--- src/rtl/mem_stage.sv ---
// mem_stage: MEM stage of the RV32 core, the consumer end of the EX/MEM register.
//
// Issues data-memory accesses over a req/ready handshake, freezes the
// front of the pipeline with stall_o while an access is outstanding, and
// loads the MEM/WB register with the selected write-back value. A
// combinational forwarding tap presents the non-load result to EX.
//
// Optional feature: define MEM_WBUF_EN to add a one-entry posted store
// buffer. A store then retires in one cycle and drains to memory in the
// background. Without the macro, stores stall until dmem_ready, like loads.
//
// Ports
//   clk, rst         clock (rising edge); synchronous active-high reset
//   alu_result_in    ALU result; effective byte address for loads/stores
//   mem_wdata_in     store data
//   rd_in            destination register
//   PC_step_in       link value for jal/jalr
//   memrd_in         load
//   memwr_in         store
//   mem2reg_in       write-back selects load data
//   regwr_in         register write enable
//   jump_in          write-back selects PC_step_in
//   dmem_*           data memory handshake: req/wen/addr/wdata out, rdata/ready in
//   stall_o          combinational; holds PC/IF/ID/EX and the EX/MEM register
//   fwd_valid/rd/dat combinational forwarding tap for EX (never load data)
//   wb_rd/regwr/data MEM/WB register outputs
module mem_stage #(
  parameter int unsigned BIT_W = 32
) (
  input  logic              clk,
  input  logic              rst,
  input  logic [BIT_W-1:0]  alu_result_in,
  input  logic [BIT_W-1:0]  mem_wdata_in,
  input  logic [4:0]        rd_in,
  input  logic [BIT_W-1:0]  PC_step_in,
  input  logic              memrd_in,
  input  logic              memwr_in,
  input  logic              mem2reg_in,
  input  logic              regwr_in,
  input  logic              jump_in,
  output logic              dmem_req,
  output logic              dmem_wen,
  output logic [BIT_W-3:0]  dmem_addr,
  output logic [BIT_W-1:0]  dmem_wdata,
  input  logic [BIT_W-1:0]  dmem_rdata,
  input  logic              dmem_ready,
  output logic              stall_o,
  output logic              fwd_valid,
  output logic [4:0]        fwd_rd,
  output logic [BIT_W-1:0]  fwd_dat,
  output logic [4:0]        wb_rd,
  output logic              wb_regwr,
  output logic [BIT_W-1:0]  wb_data
);

  localparam int unsigned ADDR_W = BIT_W - 2;
  localparam int unsigned REG_W  = 5;

  typedef enum logic {
    IDLE = 1'b0,
    BUSY = 1'b1
  } state_t;

  state_t state_q;
  state_t state_d;

  // Decoded operation; a load with the store bit also set is treated as a load.
  logic              is_load;
  logic              is_store;
  logic              memop;
  logic              rd_nonzero;
  logic [ADDR_W-1:0] op_addr;
  logic [BIT_W-1:0]  wb_sel;

  assign is_load    = memrd_in;
  assign is_store   = memwr_in & ~memrd_in;
  assign memop      = memrd_in | memwr_in;
  assign rd_nonzero = (rd_in != REG_W'(0));
  assign op_addr    = alu_result_in[BIT_W-1:2];

  // Write-back value selection.
  assign wb_sel = mem2reg_in ? dmem_rdata :
                  jump_in    ? PC_step_in : alu_result_in;

`ifdef MEM_WBUF_EN
  // Posted store buffer; while valid, its drain owns the memory port.
  logic              buf_valid_q;
  logic [ADDR_W-1:0] buf_addr_q;
  logic [BIT_W-1:0]  buf_data_q;
`endif

  // State register.
  always_ff @(posedge clk) begin
    if (rst) begin
      state_q <= IDLE;
    end else begin
      state_q <= state_d;
    end
  end

  // Next state, memory port drive, stall and forwarding tap.
  always_comb begin
    state_d    = state_q;
    dmem_req   = 1'b0;
    dmem_wen   = 1'b0;
    dmem_addr  = '0;
    dmem_wdata = '0;
    stall_o    = 1'b0;
    fwd_valid  = 1'b0;
    fwd_rd     = rd_in;
    fwd_dat    = jump_in ? PC_step_in : alu_result_in;

    if (!rst) begin
      fwd_valid = regwr_in & ~memrd_in & rd_nonzero;

`ifdef MEM_WBUF_EN
      if (buf_valid_q) begin
        // Drain in progress: a new store may enter the buffer on the
        // completing edge; a load waits and issues the cycle after.
        dmem_req   = 1'b1;
        dmem_wen   = 1'b1;
        dmem_addr  = buf_addr_q;
        dmem_wdata = buf_data_q;
        stall_o    = memop & ~(is_store & dmem_ready);
      end else if (is_load || (state_q == BUSY)) begin
        dmem_req   = 1'b1;
        dmem_wen   = 1'b0;
        dmem_addr  = op_addr;
        dmem_wdata = mem_wdata_in;
        stall_o    = is_load & ~dmem_ready;
      end
`else
      if (memop || (state_q == BUSY)) begin
        dmem_req   = 1'b1;
        dmem_wen   = is_store;
        dmem_addr  = op_addr;
        dmem_wdata = mem_wdata_in;
        stall_o    = memop & ~dmem_ready;
      end
`endif

      unique case (state_q)
        IDLE: if (dmem_req && !dmem_ready) state_d = BUSY;
        BUSY: if (dmem_ready)              state_d = IDLE;
        default:                           state_d = IDLE;
      endcase
    end
  end

`ifdef MEM_WBUF_EN
  // Buffer fill and drain.
  always_ff @(posedge clk) begin
    if (rst) begin
      buf_valid_q <= 1'b0;
      buf_addr_q  <= '0;
      buf_data_q  <= '0;
    end else begin
      if (buf_valid_q && dmem_ready) begin
        buf_valid_q <= 1'b0;
      end
      if (is_store && !stall_o) begin
        buf_valid_q <= 1'b1;
        buf_addr_q  <= op_addr;
        buf_data_q  <= mem_wdata_in;
      end
    end
  end
`endif

  // MEM/WB register; a stalled cycle inserts a bubble so each instruction
  // writes back exactly once, on the cycle it leaves the stage.
  always_ff @(posedge clk) begin
    if (rst) begin
      wb_rd    <= '0;
      wb_regwr <= 1'b0;
      wb_data  <= '0;
    end else if (stall_o) begin
      wb_regwr <= 1'b0;
    end else begin
      wb_rd    <= rd_in;
      wb_regwr <= regwr_in & rd_nonzero;
      wb_data  <= wb_sel;
    end
  end

endmodule

--- config.mk ---
export PLATFORM = sky130hd
export DESIGN_NAME = mem_stage
export DESIGN_NICKNAME = d
export VERILOG_FILES = /design/src/rtl/mem_stage.sv
export SDC_FILE = /design/constraint.sdc
export NUM_CORES = 1
export LEC_CHECK = 0
export CAP_MARGIN = 40
export CORE_AREA = 3 3 108 110
export DETAILED_ROUTE_END_ITERATION = 8
export DIE_AREA = 0 0 111 113
export PLACE_DENSITY = 0.7
export SLEW_MARGIN = 10
export SYNTH_ARGS = -nofsm -noshare
export SYNTH_HDL_FRONTEND = slang
export SYNTH_SLANG_ARGS = --single-unit
--- constraint.sdc ---
create_clock -name clk -period 3.24 [get_ports clk]
set_clock_uncertainty 0.15 [all_clocks]
set_input_delay 0.324 -clock clk [delete_from_list [all_inputs] [get_ports clk]]
set_output_delay 0.324 -clock clk [all_outputs]
set_load 0.05 [all_outputs]
==> results of run 1 <==
synthesized netlist by cell type, drive strengths merged:
library cell | n | area (um2)
and2 | 62 | 387.9
dfxtp | 39 | 780.8
nor2 | 34 | 130.1
a211o | 32 | 280.3
inv | 32 | 120.1
mux2 | 32 | 360.4
o2bb2ai | 32 | 336.6
buf | 19 | 130.1
clkbuf | 15 | 56.30
nand2 | 10 | 37.54
a21oi | 5 | 25.02
nor3 | 4 | 20.02
nor3b | 1 | 7.510
o21ai | 1 | 5.000
o21ba | 1 | 10.01
o21bai | 1 | 7.510
or4 | 1 | 7.510
area by class of cell:
cell class                 instances  area (um2)
inverter                          32       120.1
tap                              140       175.2
clock inverter                     1       5.005
clock buffer                       6       82.58
timing repair buffer             290        2993
multi-input combinational        216        1628
sequential                        39       780.7
fill                             983        5009
worst max-delay path: cells and delay by family:
kind,cells,cell delay [ns]
buffers and inverters,3,1.73
and+or+nand+nor,2,0.40
per-stage QoR:
stage / instances / hold WS (ns) / total power [mW] / worst slack (ns) / util
after floorplan: 321 / 0.2508 / 1.175 / 0.8985 / -
final: 724 / 0.3107 / 1.990 / 0.3038 / 0.5359
after CTS: 724 / 0.3158 / 2.018 / 0.2391 / 0.5359
after global placement: 716 / 0.2890 / 1.663 / 0.3211 / 0.5260
after global routing: 724 / 0.3324 / 2.075 / 0.1525 / 0.5359
after detailed placement: 717 / 0.2991 / 1.675 / 0.2305 / 0.5278
state kept, by name (all words and copies together), names as in the netlist:
| signal | count |
|---|---|
| wb_data | 32 |
| wb_rd | 5 |
| state_q | 1 |
| wb_regwr | 1 |
kinds of logic (layout without fill, tap and decap cells):
family,Yosys count,count (layout),share of synthesized area
AOI/OAI and AO/OA,72,72,0.2458
muxes,32,32,0.1333
buffers and inverters,66,329,0.1134
DFF,39,39,0.2889
and+or+nand+nor,112,112,0.2185
metal layers:
metal / part of all wire / track usage / vias up / wire length (um)
li1: - / - / 1608 / -
met1: 0.36 / 0.1884 / 1552 / 4234
met2: 0.54 / 0.3390 / 157 / 6376
met4: 0.015 / 0.03859 / 0 / 175
met3: 0.087 / 0.05829 / 16 / 1029
met5: 0 / 0 / - / 0
worst min path at each step:
stage	from	endpoint	slack, ns	depth (start not counted)
after global placement	wb_rd[4]$_SDFFE_PP0N_	wb_rd[4]$_SDFFE_PP0N_	0.29	2
after floorplan	dmem_ready	state_q$_SDFF_PP0_	0.25	1
final	wb_rd[4]$_SDFFE_PP0N_	wb_rd[4]$_SDFFE_PP0N_	0.31	2
after global routing	wb_data[23]$_SDFFE_PP0N_	wb_data[23]$_SDFFE_PP0N_	0.33	1
after detailed placement	wb_data[15]$_SDFFE_PP0N_	wb_data[15]$_SDFFE_PP0N_	0.30	1
after CTS	wb_rd[3]$_SDFFE_PP0N_	wb_rd[3]$_SDFFE_PP0N_	0.32	2
power by group through the flow:
stage	Combinational [mW]	Clock, mW	Sequential, mW
floorplan	0.492	0	0.683
global placement	1.11	0	0.550
detailed placement	1.12	0	0.551
CTS	1.13	0.349	0.541
global route	1.17	0.362	0.546
finish	1.12	0.332	0.541
==> impl_metrics.tcl, run 1 <==
set metrics [dict create \
    clockBufferDepth 2 \
    synth.distinct_cells 23 \
    wire_per_inst_um 16.32 \
    r2r_cells 2 \
    dieHeight_um 113 \
    port_buffers 281 \
    fin_crit_sh 0.9062 \
    maxCapViolCount 0 \
    p_comb_frac 0.561 \
    ios 282 \
    ys_seq_area_frac 0.2889 \
    num_vias 3333 \
    r2r_slack_ns 2.16 \
    synth.net_count 462 \
    fp.dieW_um 111 \
    cts_tree "done" \
    h-tree-depth 2 \
    drive_above_1_share 0.2312 \
    clk_latency_ns 0.28 \
    setup_violations 0 \
    viasPerCell 4.604 \
    dpl_cell_area_mm2 0.005697 \
    grt_overflow 0 \
    ctsHoldBuffers 0 \
    worstSetupPathType "input port to output pin" \
    timing.rr.end "state_q$_SDFF_PP0_" \
    max-slew-margin-rel 0.4928 \
    tightest_slew_ns 0.7608 \
    layout_commonest_cell "clkdlybuf4s50_1" \
    clock_sinks 39 \
    post_cts_resized 0 \
    clk_pin_slew_worst_paths_ns 0.07 \
    synth_area_per_cell_um2 8.419 \
    slowest_delay_ns 0.86 \
    syn_to_final_growth_pct 114.0 \
    critical_path_arrival_ns 2.46 \
    num-nets-final 725 \
    drt_iter0_drc 108 \
    antenna_cells 0 \
    postCtsSetupRepairBufs 0 \
    leakage_nw 2.466 \
    synth_warnings 0 \
    antenna_left 0 \
    rsz0062_at_grt "no" \
    status "completed" \
    numCtsBuffers 5 \
    drcViolationCount 0 \
    max_freq_mhz 340.6 \
    cp-startpoint "memrd_in" \
    ir_drop_mv 0.1505 \
    critPathMaxFanout 27 \
    worstReg2RegStart "state_q$_SDFF_PP0_" \
    antenna_found_initial 0 \
    netlist_area_mm2 0.002703 \
    path_cells "clkdlybuf4s50_1, nor3_1, nor2_4, buf_4, clkdlybuf4s50_1" \
    p_switching_mw 0.8297 \
    clkPwrFrac 0.167 \
    grt_max_degree 43 \
    period_needed_ns 2.936 \
    stdcell_area_mm2 0.005784 \
    endpoint "dmem_req" \
    num_rows 38 \
    hold_viol 0 \
    p_sw_frac 0.4170 \
    dieArea_mm2 0.01254 \
    cp_common_cell "clkdlybuf4s50_1" \
    worst_path_max_delay_cell "clkdlybuf4s50_1" \
    cp-end-kind "output pin" \
    fin_tns_setup_ns 0 \
    root_buffer "clkbuf_8" \
    fp.coreArea_mm2 0.01079 \
    start_util 0.2504 \
    drt-pass1-iter-count 4 \
    wl_mm 11.82 \
    slew_violations 0 \
    final_cell_mix "clkdlybuf4s50_1 (198), buf_4 (64), and2_1 (62)" \
    hpwl_mm 9.657 \
    grt_usage 0.1770 \
    min_path_type "flip-flop to flip-flop" \
    pwr-share-seq 0.272 \
    power_density_mw_per_mm2 344.0 \
    p_int_mw 1.160 \
    synth_cells 321 \
    place.gp.congestion 0.8074 \
    grt_first_pass_wirelength_mm 18.32 \
    grt_pass1_vias 3396 \
    crit_path_start_kind "input port" \
    worstPathRequired_ns 2.77 \
    ys_ff_latch 39 \
]
Power figures use the tool's default switching activity.
==> run 2: changes to the inputs <==
--- a/config.mk
+++ b/config.mk
@@ -9,7 +9,7 @@
 export CORE_AREA = 3 3 108 110
 export DETAILED_ROUTE_END_ITERATION = 8
 export DIE_AREA = 0 0 111 113
-export PLACE_DENSITY = 0.7
+export PLACE_DENSITY = 0.71
 export SLEW_MARGIN = 10
 export SYNTH_ARGS = -nofsm -noshare
 export SYNTH_HDL_FRONTEND = slang
==> run 2 against run 1 <==
  * Count of clock-buffer cells in the layout unchanged
  * Hold slack got worse by 0.0013 ns
  * Worst setup slack improved by 0.077 ns
  * Total power increased by 4.9%
  * Design area increased by 12%
  * Critical path depth unchanged
  * Fmax increased by 2.7%
  * Combinational power increased by 11%
  * Die area unchanged
  * Sequential power about the same
  * Critical endpoint is now fwd_valid
  * Highest routed layer unchanged
==> impl_metrics.tcl, run 2 (synthesis results as in run 1) <==
set metrics [dict create \
    reg_top3 "wb_data x32, wb_rd x5" \
    critPathBufInv 2 \
    fp.coreArea_mm2 0.01079 \
    status "completed" \
    hold_depth 2 \
    ios 282 \
    worstPathRequired_ns 2.77 \
    viasPerCell 4.605 \
    r2r_slack_ns 2.18 \
    dieHeight_um 113 \
    dieArea_mm2 0.01254 \
    timing.rr.end "state_q$_SDFF_PP0_" \
    slowest_delay_ns 0.74 \
    grt_pass1_vias 3539 \
    grt_overflow 0 \
    maxCapViolCount 0 \
    period_needed_ns 2.859 \
    grt_usage 0.1824 \
    critical_path_arrival_ns 2.39 \
    num-nets-final 721 \
    antenna_left 0 \
    max-slew-margin-rel 0.4087 \
    post_cts_resized 0 \
    port_buffers 281 \
    path_delay_family "buffers and inverters" \
    met2_wirelength_mm 6.443 \
    ctsHoldBuffers 0 \
    max_freq_mhz 349.7 \
    largest_reg_flops 32 \
    fp.dieW_um 111 \
    largest_register "wb_data" \
    num_rows 38 \
    instances_no_fill 719 \
    final_cell_mix "clkdlybuf4s50_1 (183), buf_12 (90), and2_1 (62)" \
    clockBufferDepth 2 \
    hold_slack_ns 0.3094 \
    route.met3.wl_um 890 \
    h-tree-depth 2 \
    clk_latency_ns 0.28 \
    dp_slack_ns 0.3714 \
    clock_sinks 39 \
    postCtsSetupRepairBufs 0 \
    fin_tns_setup_ns 0 \
    grt_first_pass_wirelength_mm 18.70 \
    worstSetupPathType "input port to output pin" \
    wl_met1_mm 4.399 \
    hold_viol 0 \
    min_path_type "flip-flop to flip-flop" \
    setup_ws_ns 0.3808 \
    power_density_mw_per_mm2 321.0 \
    cp.depth 5 \
    setup_violations 0 \
    highest_layer "met4" \
    cp_common_cell "clkdlybuf4s50_1" \
    antenna_cells 0 \
    worst_path_max_delay_cell "clkdlybuf4s50_1" \
    dpl_cell_area_mm2 0.006430 \
    tightest_slew_ns 0.8869 \
    rsz0062_at_grt "no" \
    worstReg2RegStart "state_q$_SDFF_PP0_" \
    clk_pin_slew_worst_paths_ns 0.07 \
    p_total_mw 2.088 \
    place_inst 713 \
    path_cells "clkdlybuf4s50_1, or4_1, o21ai_0, nor3_1, clkdlybuf4s50_1" \
    numCtsBuffers 5 \
    cts_tree "done" \
    r2r_cells 2 \
    num_vias 3311 \
    fin_crit_sh 0.8825 \
    drt_iter0_drc 65 \
    cp-end-kind "output pin" \
    stdcell_area_mm2 0.006502 \
    n_fill_cell 895 \
    place.gp.congestion 0.8582 \
    drt-pass1-iter-count 4 \
    layout_commonest_cell "clkdlybuf4s50_1" \
    hpwl_mm 9.868 \
    ir_drop_mv 0.1857 \
    leakage_nw 2.682 \
    drive_above_1_share 0.2487 \
    fin_util 0.6025 \
    holdPathEnd "wb_rd[2]$_SDFFE_PP0N_" \
    antenna_found_initial 0 \
    syn_to_final_growth_pct 140.6 \
    critPathMaxFanout 3 \
    wire_per_inst_um 16.57 \
    drcViolationCount 0 \
    root_buffer "clkbuf_8" \
    crit_path_start_kind "input port" \
    grt_max_degree 46 \
    slew_violations 0 \
    start_util 0.2504 \
    wl_mm 11.92 \
    hp-start "wb_rd[2]$_SDFFE_PP0N_" \
]
[run 2: cell types whose count changed in the layout (fill, tap and decap cells not counted), sizes merged]
cell / change
buf: +11
clkinv: -1
clkdlybuf4s50: -15
[run 2: how the worst max path moves through the flow]
stage	end	slack, ns	from
floorplan	dmem_wen	0.90	rst
global placement	fwd_valid	0.38	rd_in[0]
detailed placement	fwd_valid	0.37	rd_in[0]
CTS	fwd_valid	0.37	rd_in[0]
finish	fwd_valid	0.38	rd_in[0]
global route	fwd_valid	0.30	rd_in[0]
[run 2: final cells by class]
type | instances | area (um2) | area share
flip-flops and latches | 39 | 780.7 | 0.1201
inverters | 32 | 120.1 | 0.01847
well taps | 140 | 175.2 | 0.02694
multi-input cells | 216 | 1628 | 0.2503
repair buffers | 286 | 3726 | 0.5730
clock buffers | 6 | 72.57 | 0.01116
[run 2: per-layer routing]
layer,vias up,GRT usage
met5,-,0
met2,156,0.3479
met4,0,0.03612
met3,14,0.05187
li1,1597,-
met1,1544,0.2020
[run 2: power breakdown]
part / internal [mW] / leakage, nW / total [mW] / switching [mW]
clock network: 0.144 / 0.0371 / 0.304 / 0.160
registers: 0.519 / 0.323 / 0.541 / 0.0221
logic: 0.576 / 2.32 / 1.24 / 0.667
[run 2: tightest hold or removal path, delay by kind of cell (launching register included)]
| family | cells | cell delay [ns] |
|---|---|---|
| compound gates | 1 | 0.05 |
| flops | 1 | 0.31 |
| simple gates | 1 | 0.05 |
==> run 3: changes to the inputs <==
--- a/config.mk
+++ b/config.mk
@@ -9,6 +9,8 @@
 export CORE_AREA = 3 3 108 110
 export DETAILED_ROUTE_END_ITERATION = 8
 export DIE_AREA = 0 0 111 113
+export GPL_ROUTABILITY_DRIVEN = 0
+export MAX_ROUTING_LAYER = met4
 export PLACE_DENSITY = 0.71
 export SLEW_MARGIN = 10
 export SYNTH_ARGS = -nofsm -noshare
==> run 3 against run 2 <==
  * Hold slack barely moved
  * Die area did not move
  * Count of clock-buffer cells in the layout did not move
  * Largest cell class unchanged
==> impl_metrics.tcl, run 3 (synthesis results as in run 1) <==
set metrics [dict create \
    pwr-share-seq 0.259 \
    ctsHoldBuffers 0 \
    numCtsBuffers 5 \
    grt_max_degree 46 \
    postCtsSetupRepairBufs 0 \
    viasPerCell 4.636 \
    grt_pass1_vias 3546 \
    num_rows 38 \
    clockBufferDepth 2 \
    clock_sinks 39 \
    max-slew-margin-rel 0.4059 \
    p_switching_mw 0.8477 \
    largest_reg_flops 32 \
    maxCapViolCount 0 \
    port_buffers 281 \
    p_sw_frac 0.4063 \
    antenna_found_initial 0 \
    power_density_mw_per_mm2 320.9 \
    dieHeight_um 113 \
    dp_slack_ns 0.3714 \
    fin_tns_setup_ns 0 \
    path_cells "clkdlybuf4s50_1, or4_1, o21ai_0, nor3_1, clkdlybuf4s50_1" \
    num_vias 3333 \
    dieArea_mm2 0.01254 \
    h-tree-depth 2 \
    root_buffer "clkbuf_8" \
    ios 282 \
    wl_mm 11.91 \
    setup_violations 0 \
    clk_latency_ns 0.28 \
    p_int_mw 1.239 \
    antenna_cells 0 \
    min_path_type "flip-flop to flip-flop" \
    worst_path_max_delay_cell "clkdlybuf4s50_1" \
    final_cell_mix "clkdlybuf4s50_1 (183), buf_12 (90), and2_1 (62)" \
    fin_crit_sh 0.8844 \
    fp.coreArea_mm2 0.01079 \
    drt-pass1-iter-count 4 \
    cts_tree "done" \
    largest_register "wb_data" \
    status "completed" \
    grt_overflow 0 \
    clk_pin_slew_worst_paths_ns 0.07 \
    drcViolationCount 0 \
    worstSetupPathType "input port to output pin" \
    antenna_left 0 \
    reg_top3 "wb_data x32, wb_rd x5" \
    cp-end-kind "output pin" \
    setup_ws_ns 0.3744 \
    layout_commonest_cell "clkdlybuf4s50_1" \
    slew_violations 0 \
    clkPwrFrac 0.145 \
    max_freq_mhz 349.0 \
    n_fill_cell 895 \
    tightest_slew_ns 0.8911 \
    leakage_nw 2.682 \
    post_cts_resized 0 \
    ir_drop_mv 0.1857 \
    rsz0062_at_grt "no" \
    worstPathRequired_ns 2.77 \
    critical_path_arrival_ns 2.39 \
    period_needed_ns 2.866 \
    wire_per_inst_um 16.57 \
    start_util 0.2504 \
    crit_path_start_kind "input port" \
    slowest_delay_ns 0.74 \
    grt_first_pass_wirelength_mm 18.62 \
    grt_usage 0.1877 \
    drt_iter0_drc 71 \
    num-nets-final 721 \
    hpwl_mm 9.868 \
    p_comb_frac 0.596 \
    critPathMaxFanout 3 \
    syn_to_final_growth_pct 140.6 \
    hold_viol 0 \
    cp_common_cell "clkdlybuf4s50_1" \
    drive_above_1_share 0.2487 \
    fp.dieW_um 111 \
]
-- run 3: cell counts in the layout (fill, tap and decap cells not counted) --
Identical to the previous run, type by type.
-- run 3: stage by stage --
step	power (mW)	util	area [um2]	cells	hold WS [ns]
after floorplan	1.175	-	2703	321	0.2508
after global placement	1.785	0.5920	6390	711	0.2894
after detailed placement	1.803	0.5958	6430	713	0.2972
after CTS	2.113	0.6025	6502	719	0.3117
after global routing	2.175	0.6025	6502	719	0.3363
final	2.086	0.6025	6502	719	0.3094
-- run 3: cell type report --
cell class / instances / area (um2) / area share
repair buffers: 286 / 3726 / 0.5730
multi-input cells: 216 / 1628 / 0.2503
flip-flops and latches: 39 / 780.7 / 0.1201
well taps: 140 / 175.2 / 0.02694
inverters: 32 / 120.1 / 0.01847
clock buffers: 6 / 72.57 / 0.01116
-- run 3: critical path: cells and delay by family --
| family | cells | cell delay (ns) |
|---|---|---|
| buffers and inverters | 2 | 1.18 |
| AND/OR/NAND/NOR | 2 | 0.59 |
| AO/OA/AOI/OAI | 1 | 0.29 |
-- run 3: power by group through the flow --
| stage | combinational, mW | sequential (mW) | clock (mW) |
|---|---|---|---|
| 6_report | 1.24 | 0.541 | 0.302 |
| 5_1_grt | 1.29 | 0.546 | 0.335 |
| 4_1_cts | 1.26 | 0.541 | 0.317 |
| 3_5_place_dp | 1.25 | 0.551 | 0 |
| 3_3_place_gp | 1.24 | 0.550 | 0 |
| 2_1_floorplan | 0.492 | 0.683 | 0 |
-- run 3: routing by layer --
layer	vias up	part of all wire	wire length, um	track usage
li1	1597	-	-	-
met1	1565	0.38	4548	0.2101
met2	157	0.54	6446	0.3479
met3	14	0.062	734	0.03797
met4	0	0.015	184	0.03612
met5	-	0	0	-
-- run 3: path summary, 6_finish.rpt --
| path | cells after the start | startpoint | slack [ns] | endpoint |
|---|---|---|---|---|
| worst max-delay path | 5 | rd_in[0] | 0.37 | fwd_valid |
| worst min-delay path | 2 | wb_rd[2]$_SDFFE_PP0N_ | 0.31 | wb_rd[2]$_SDFFE_PP0N_ |
| worst max register to register | 2 | state_q$_SDFF_PP0_ | 2.17 | state_q$_SDFF_PP0_ |
| worst min register to register | 2 | wb_rd[2]$_SDFFE_PP0N_ | 0.31 | wb_rd[2]$_SDFFE_PP0N_ |
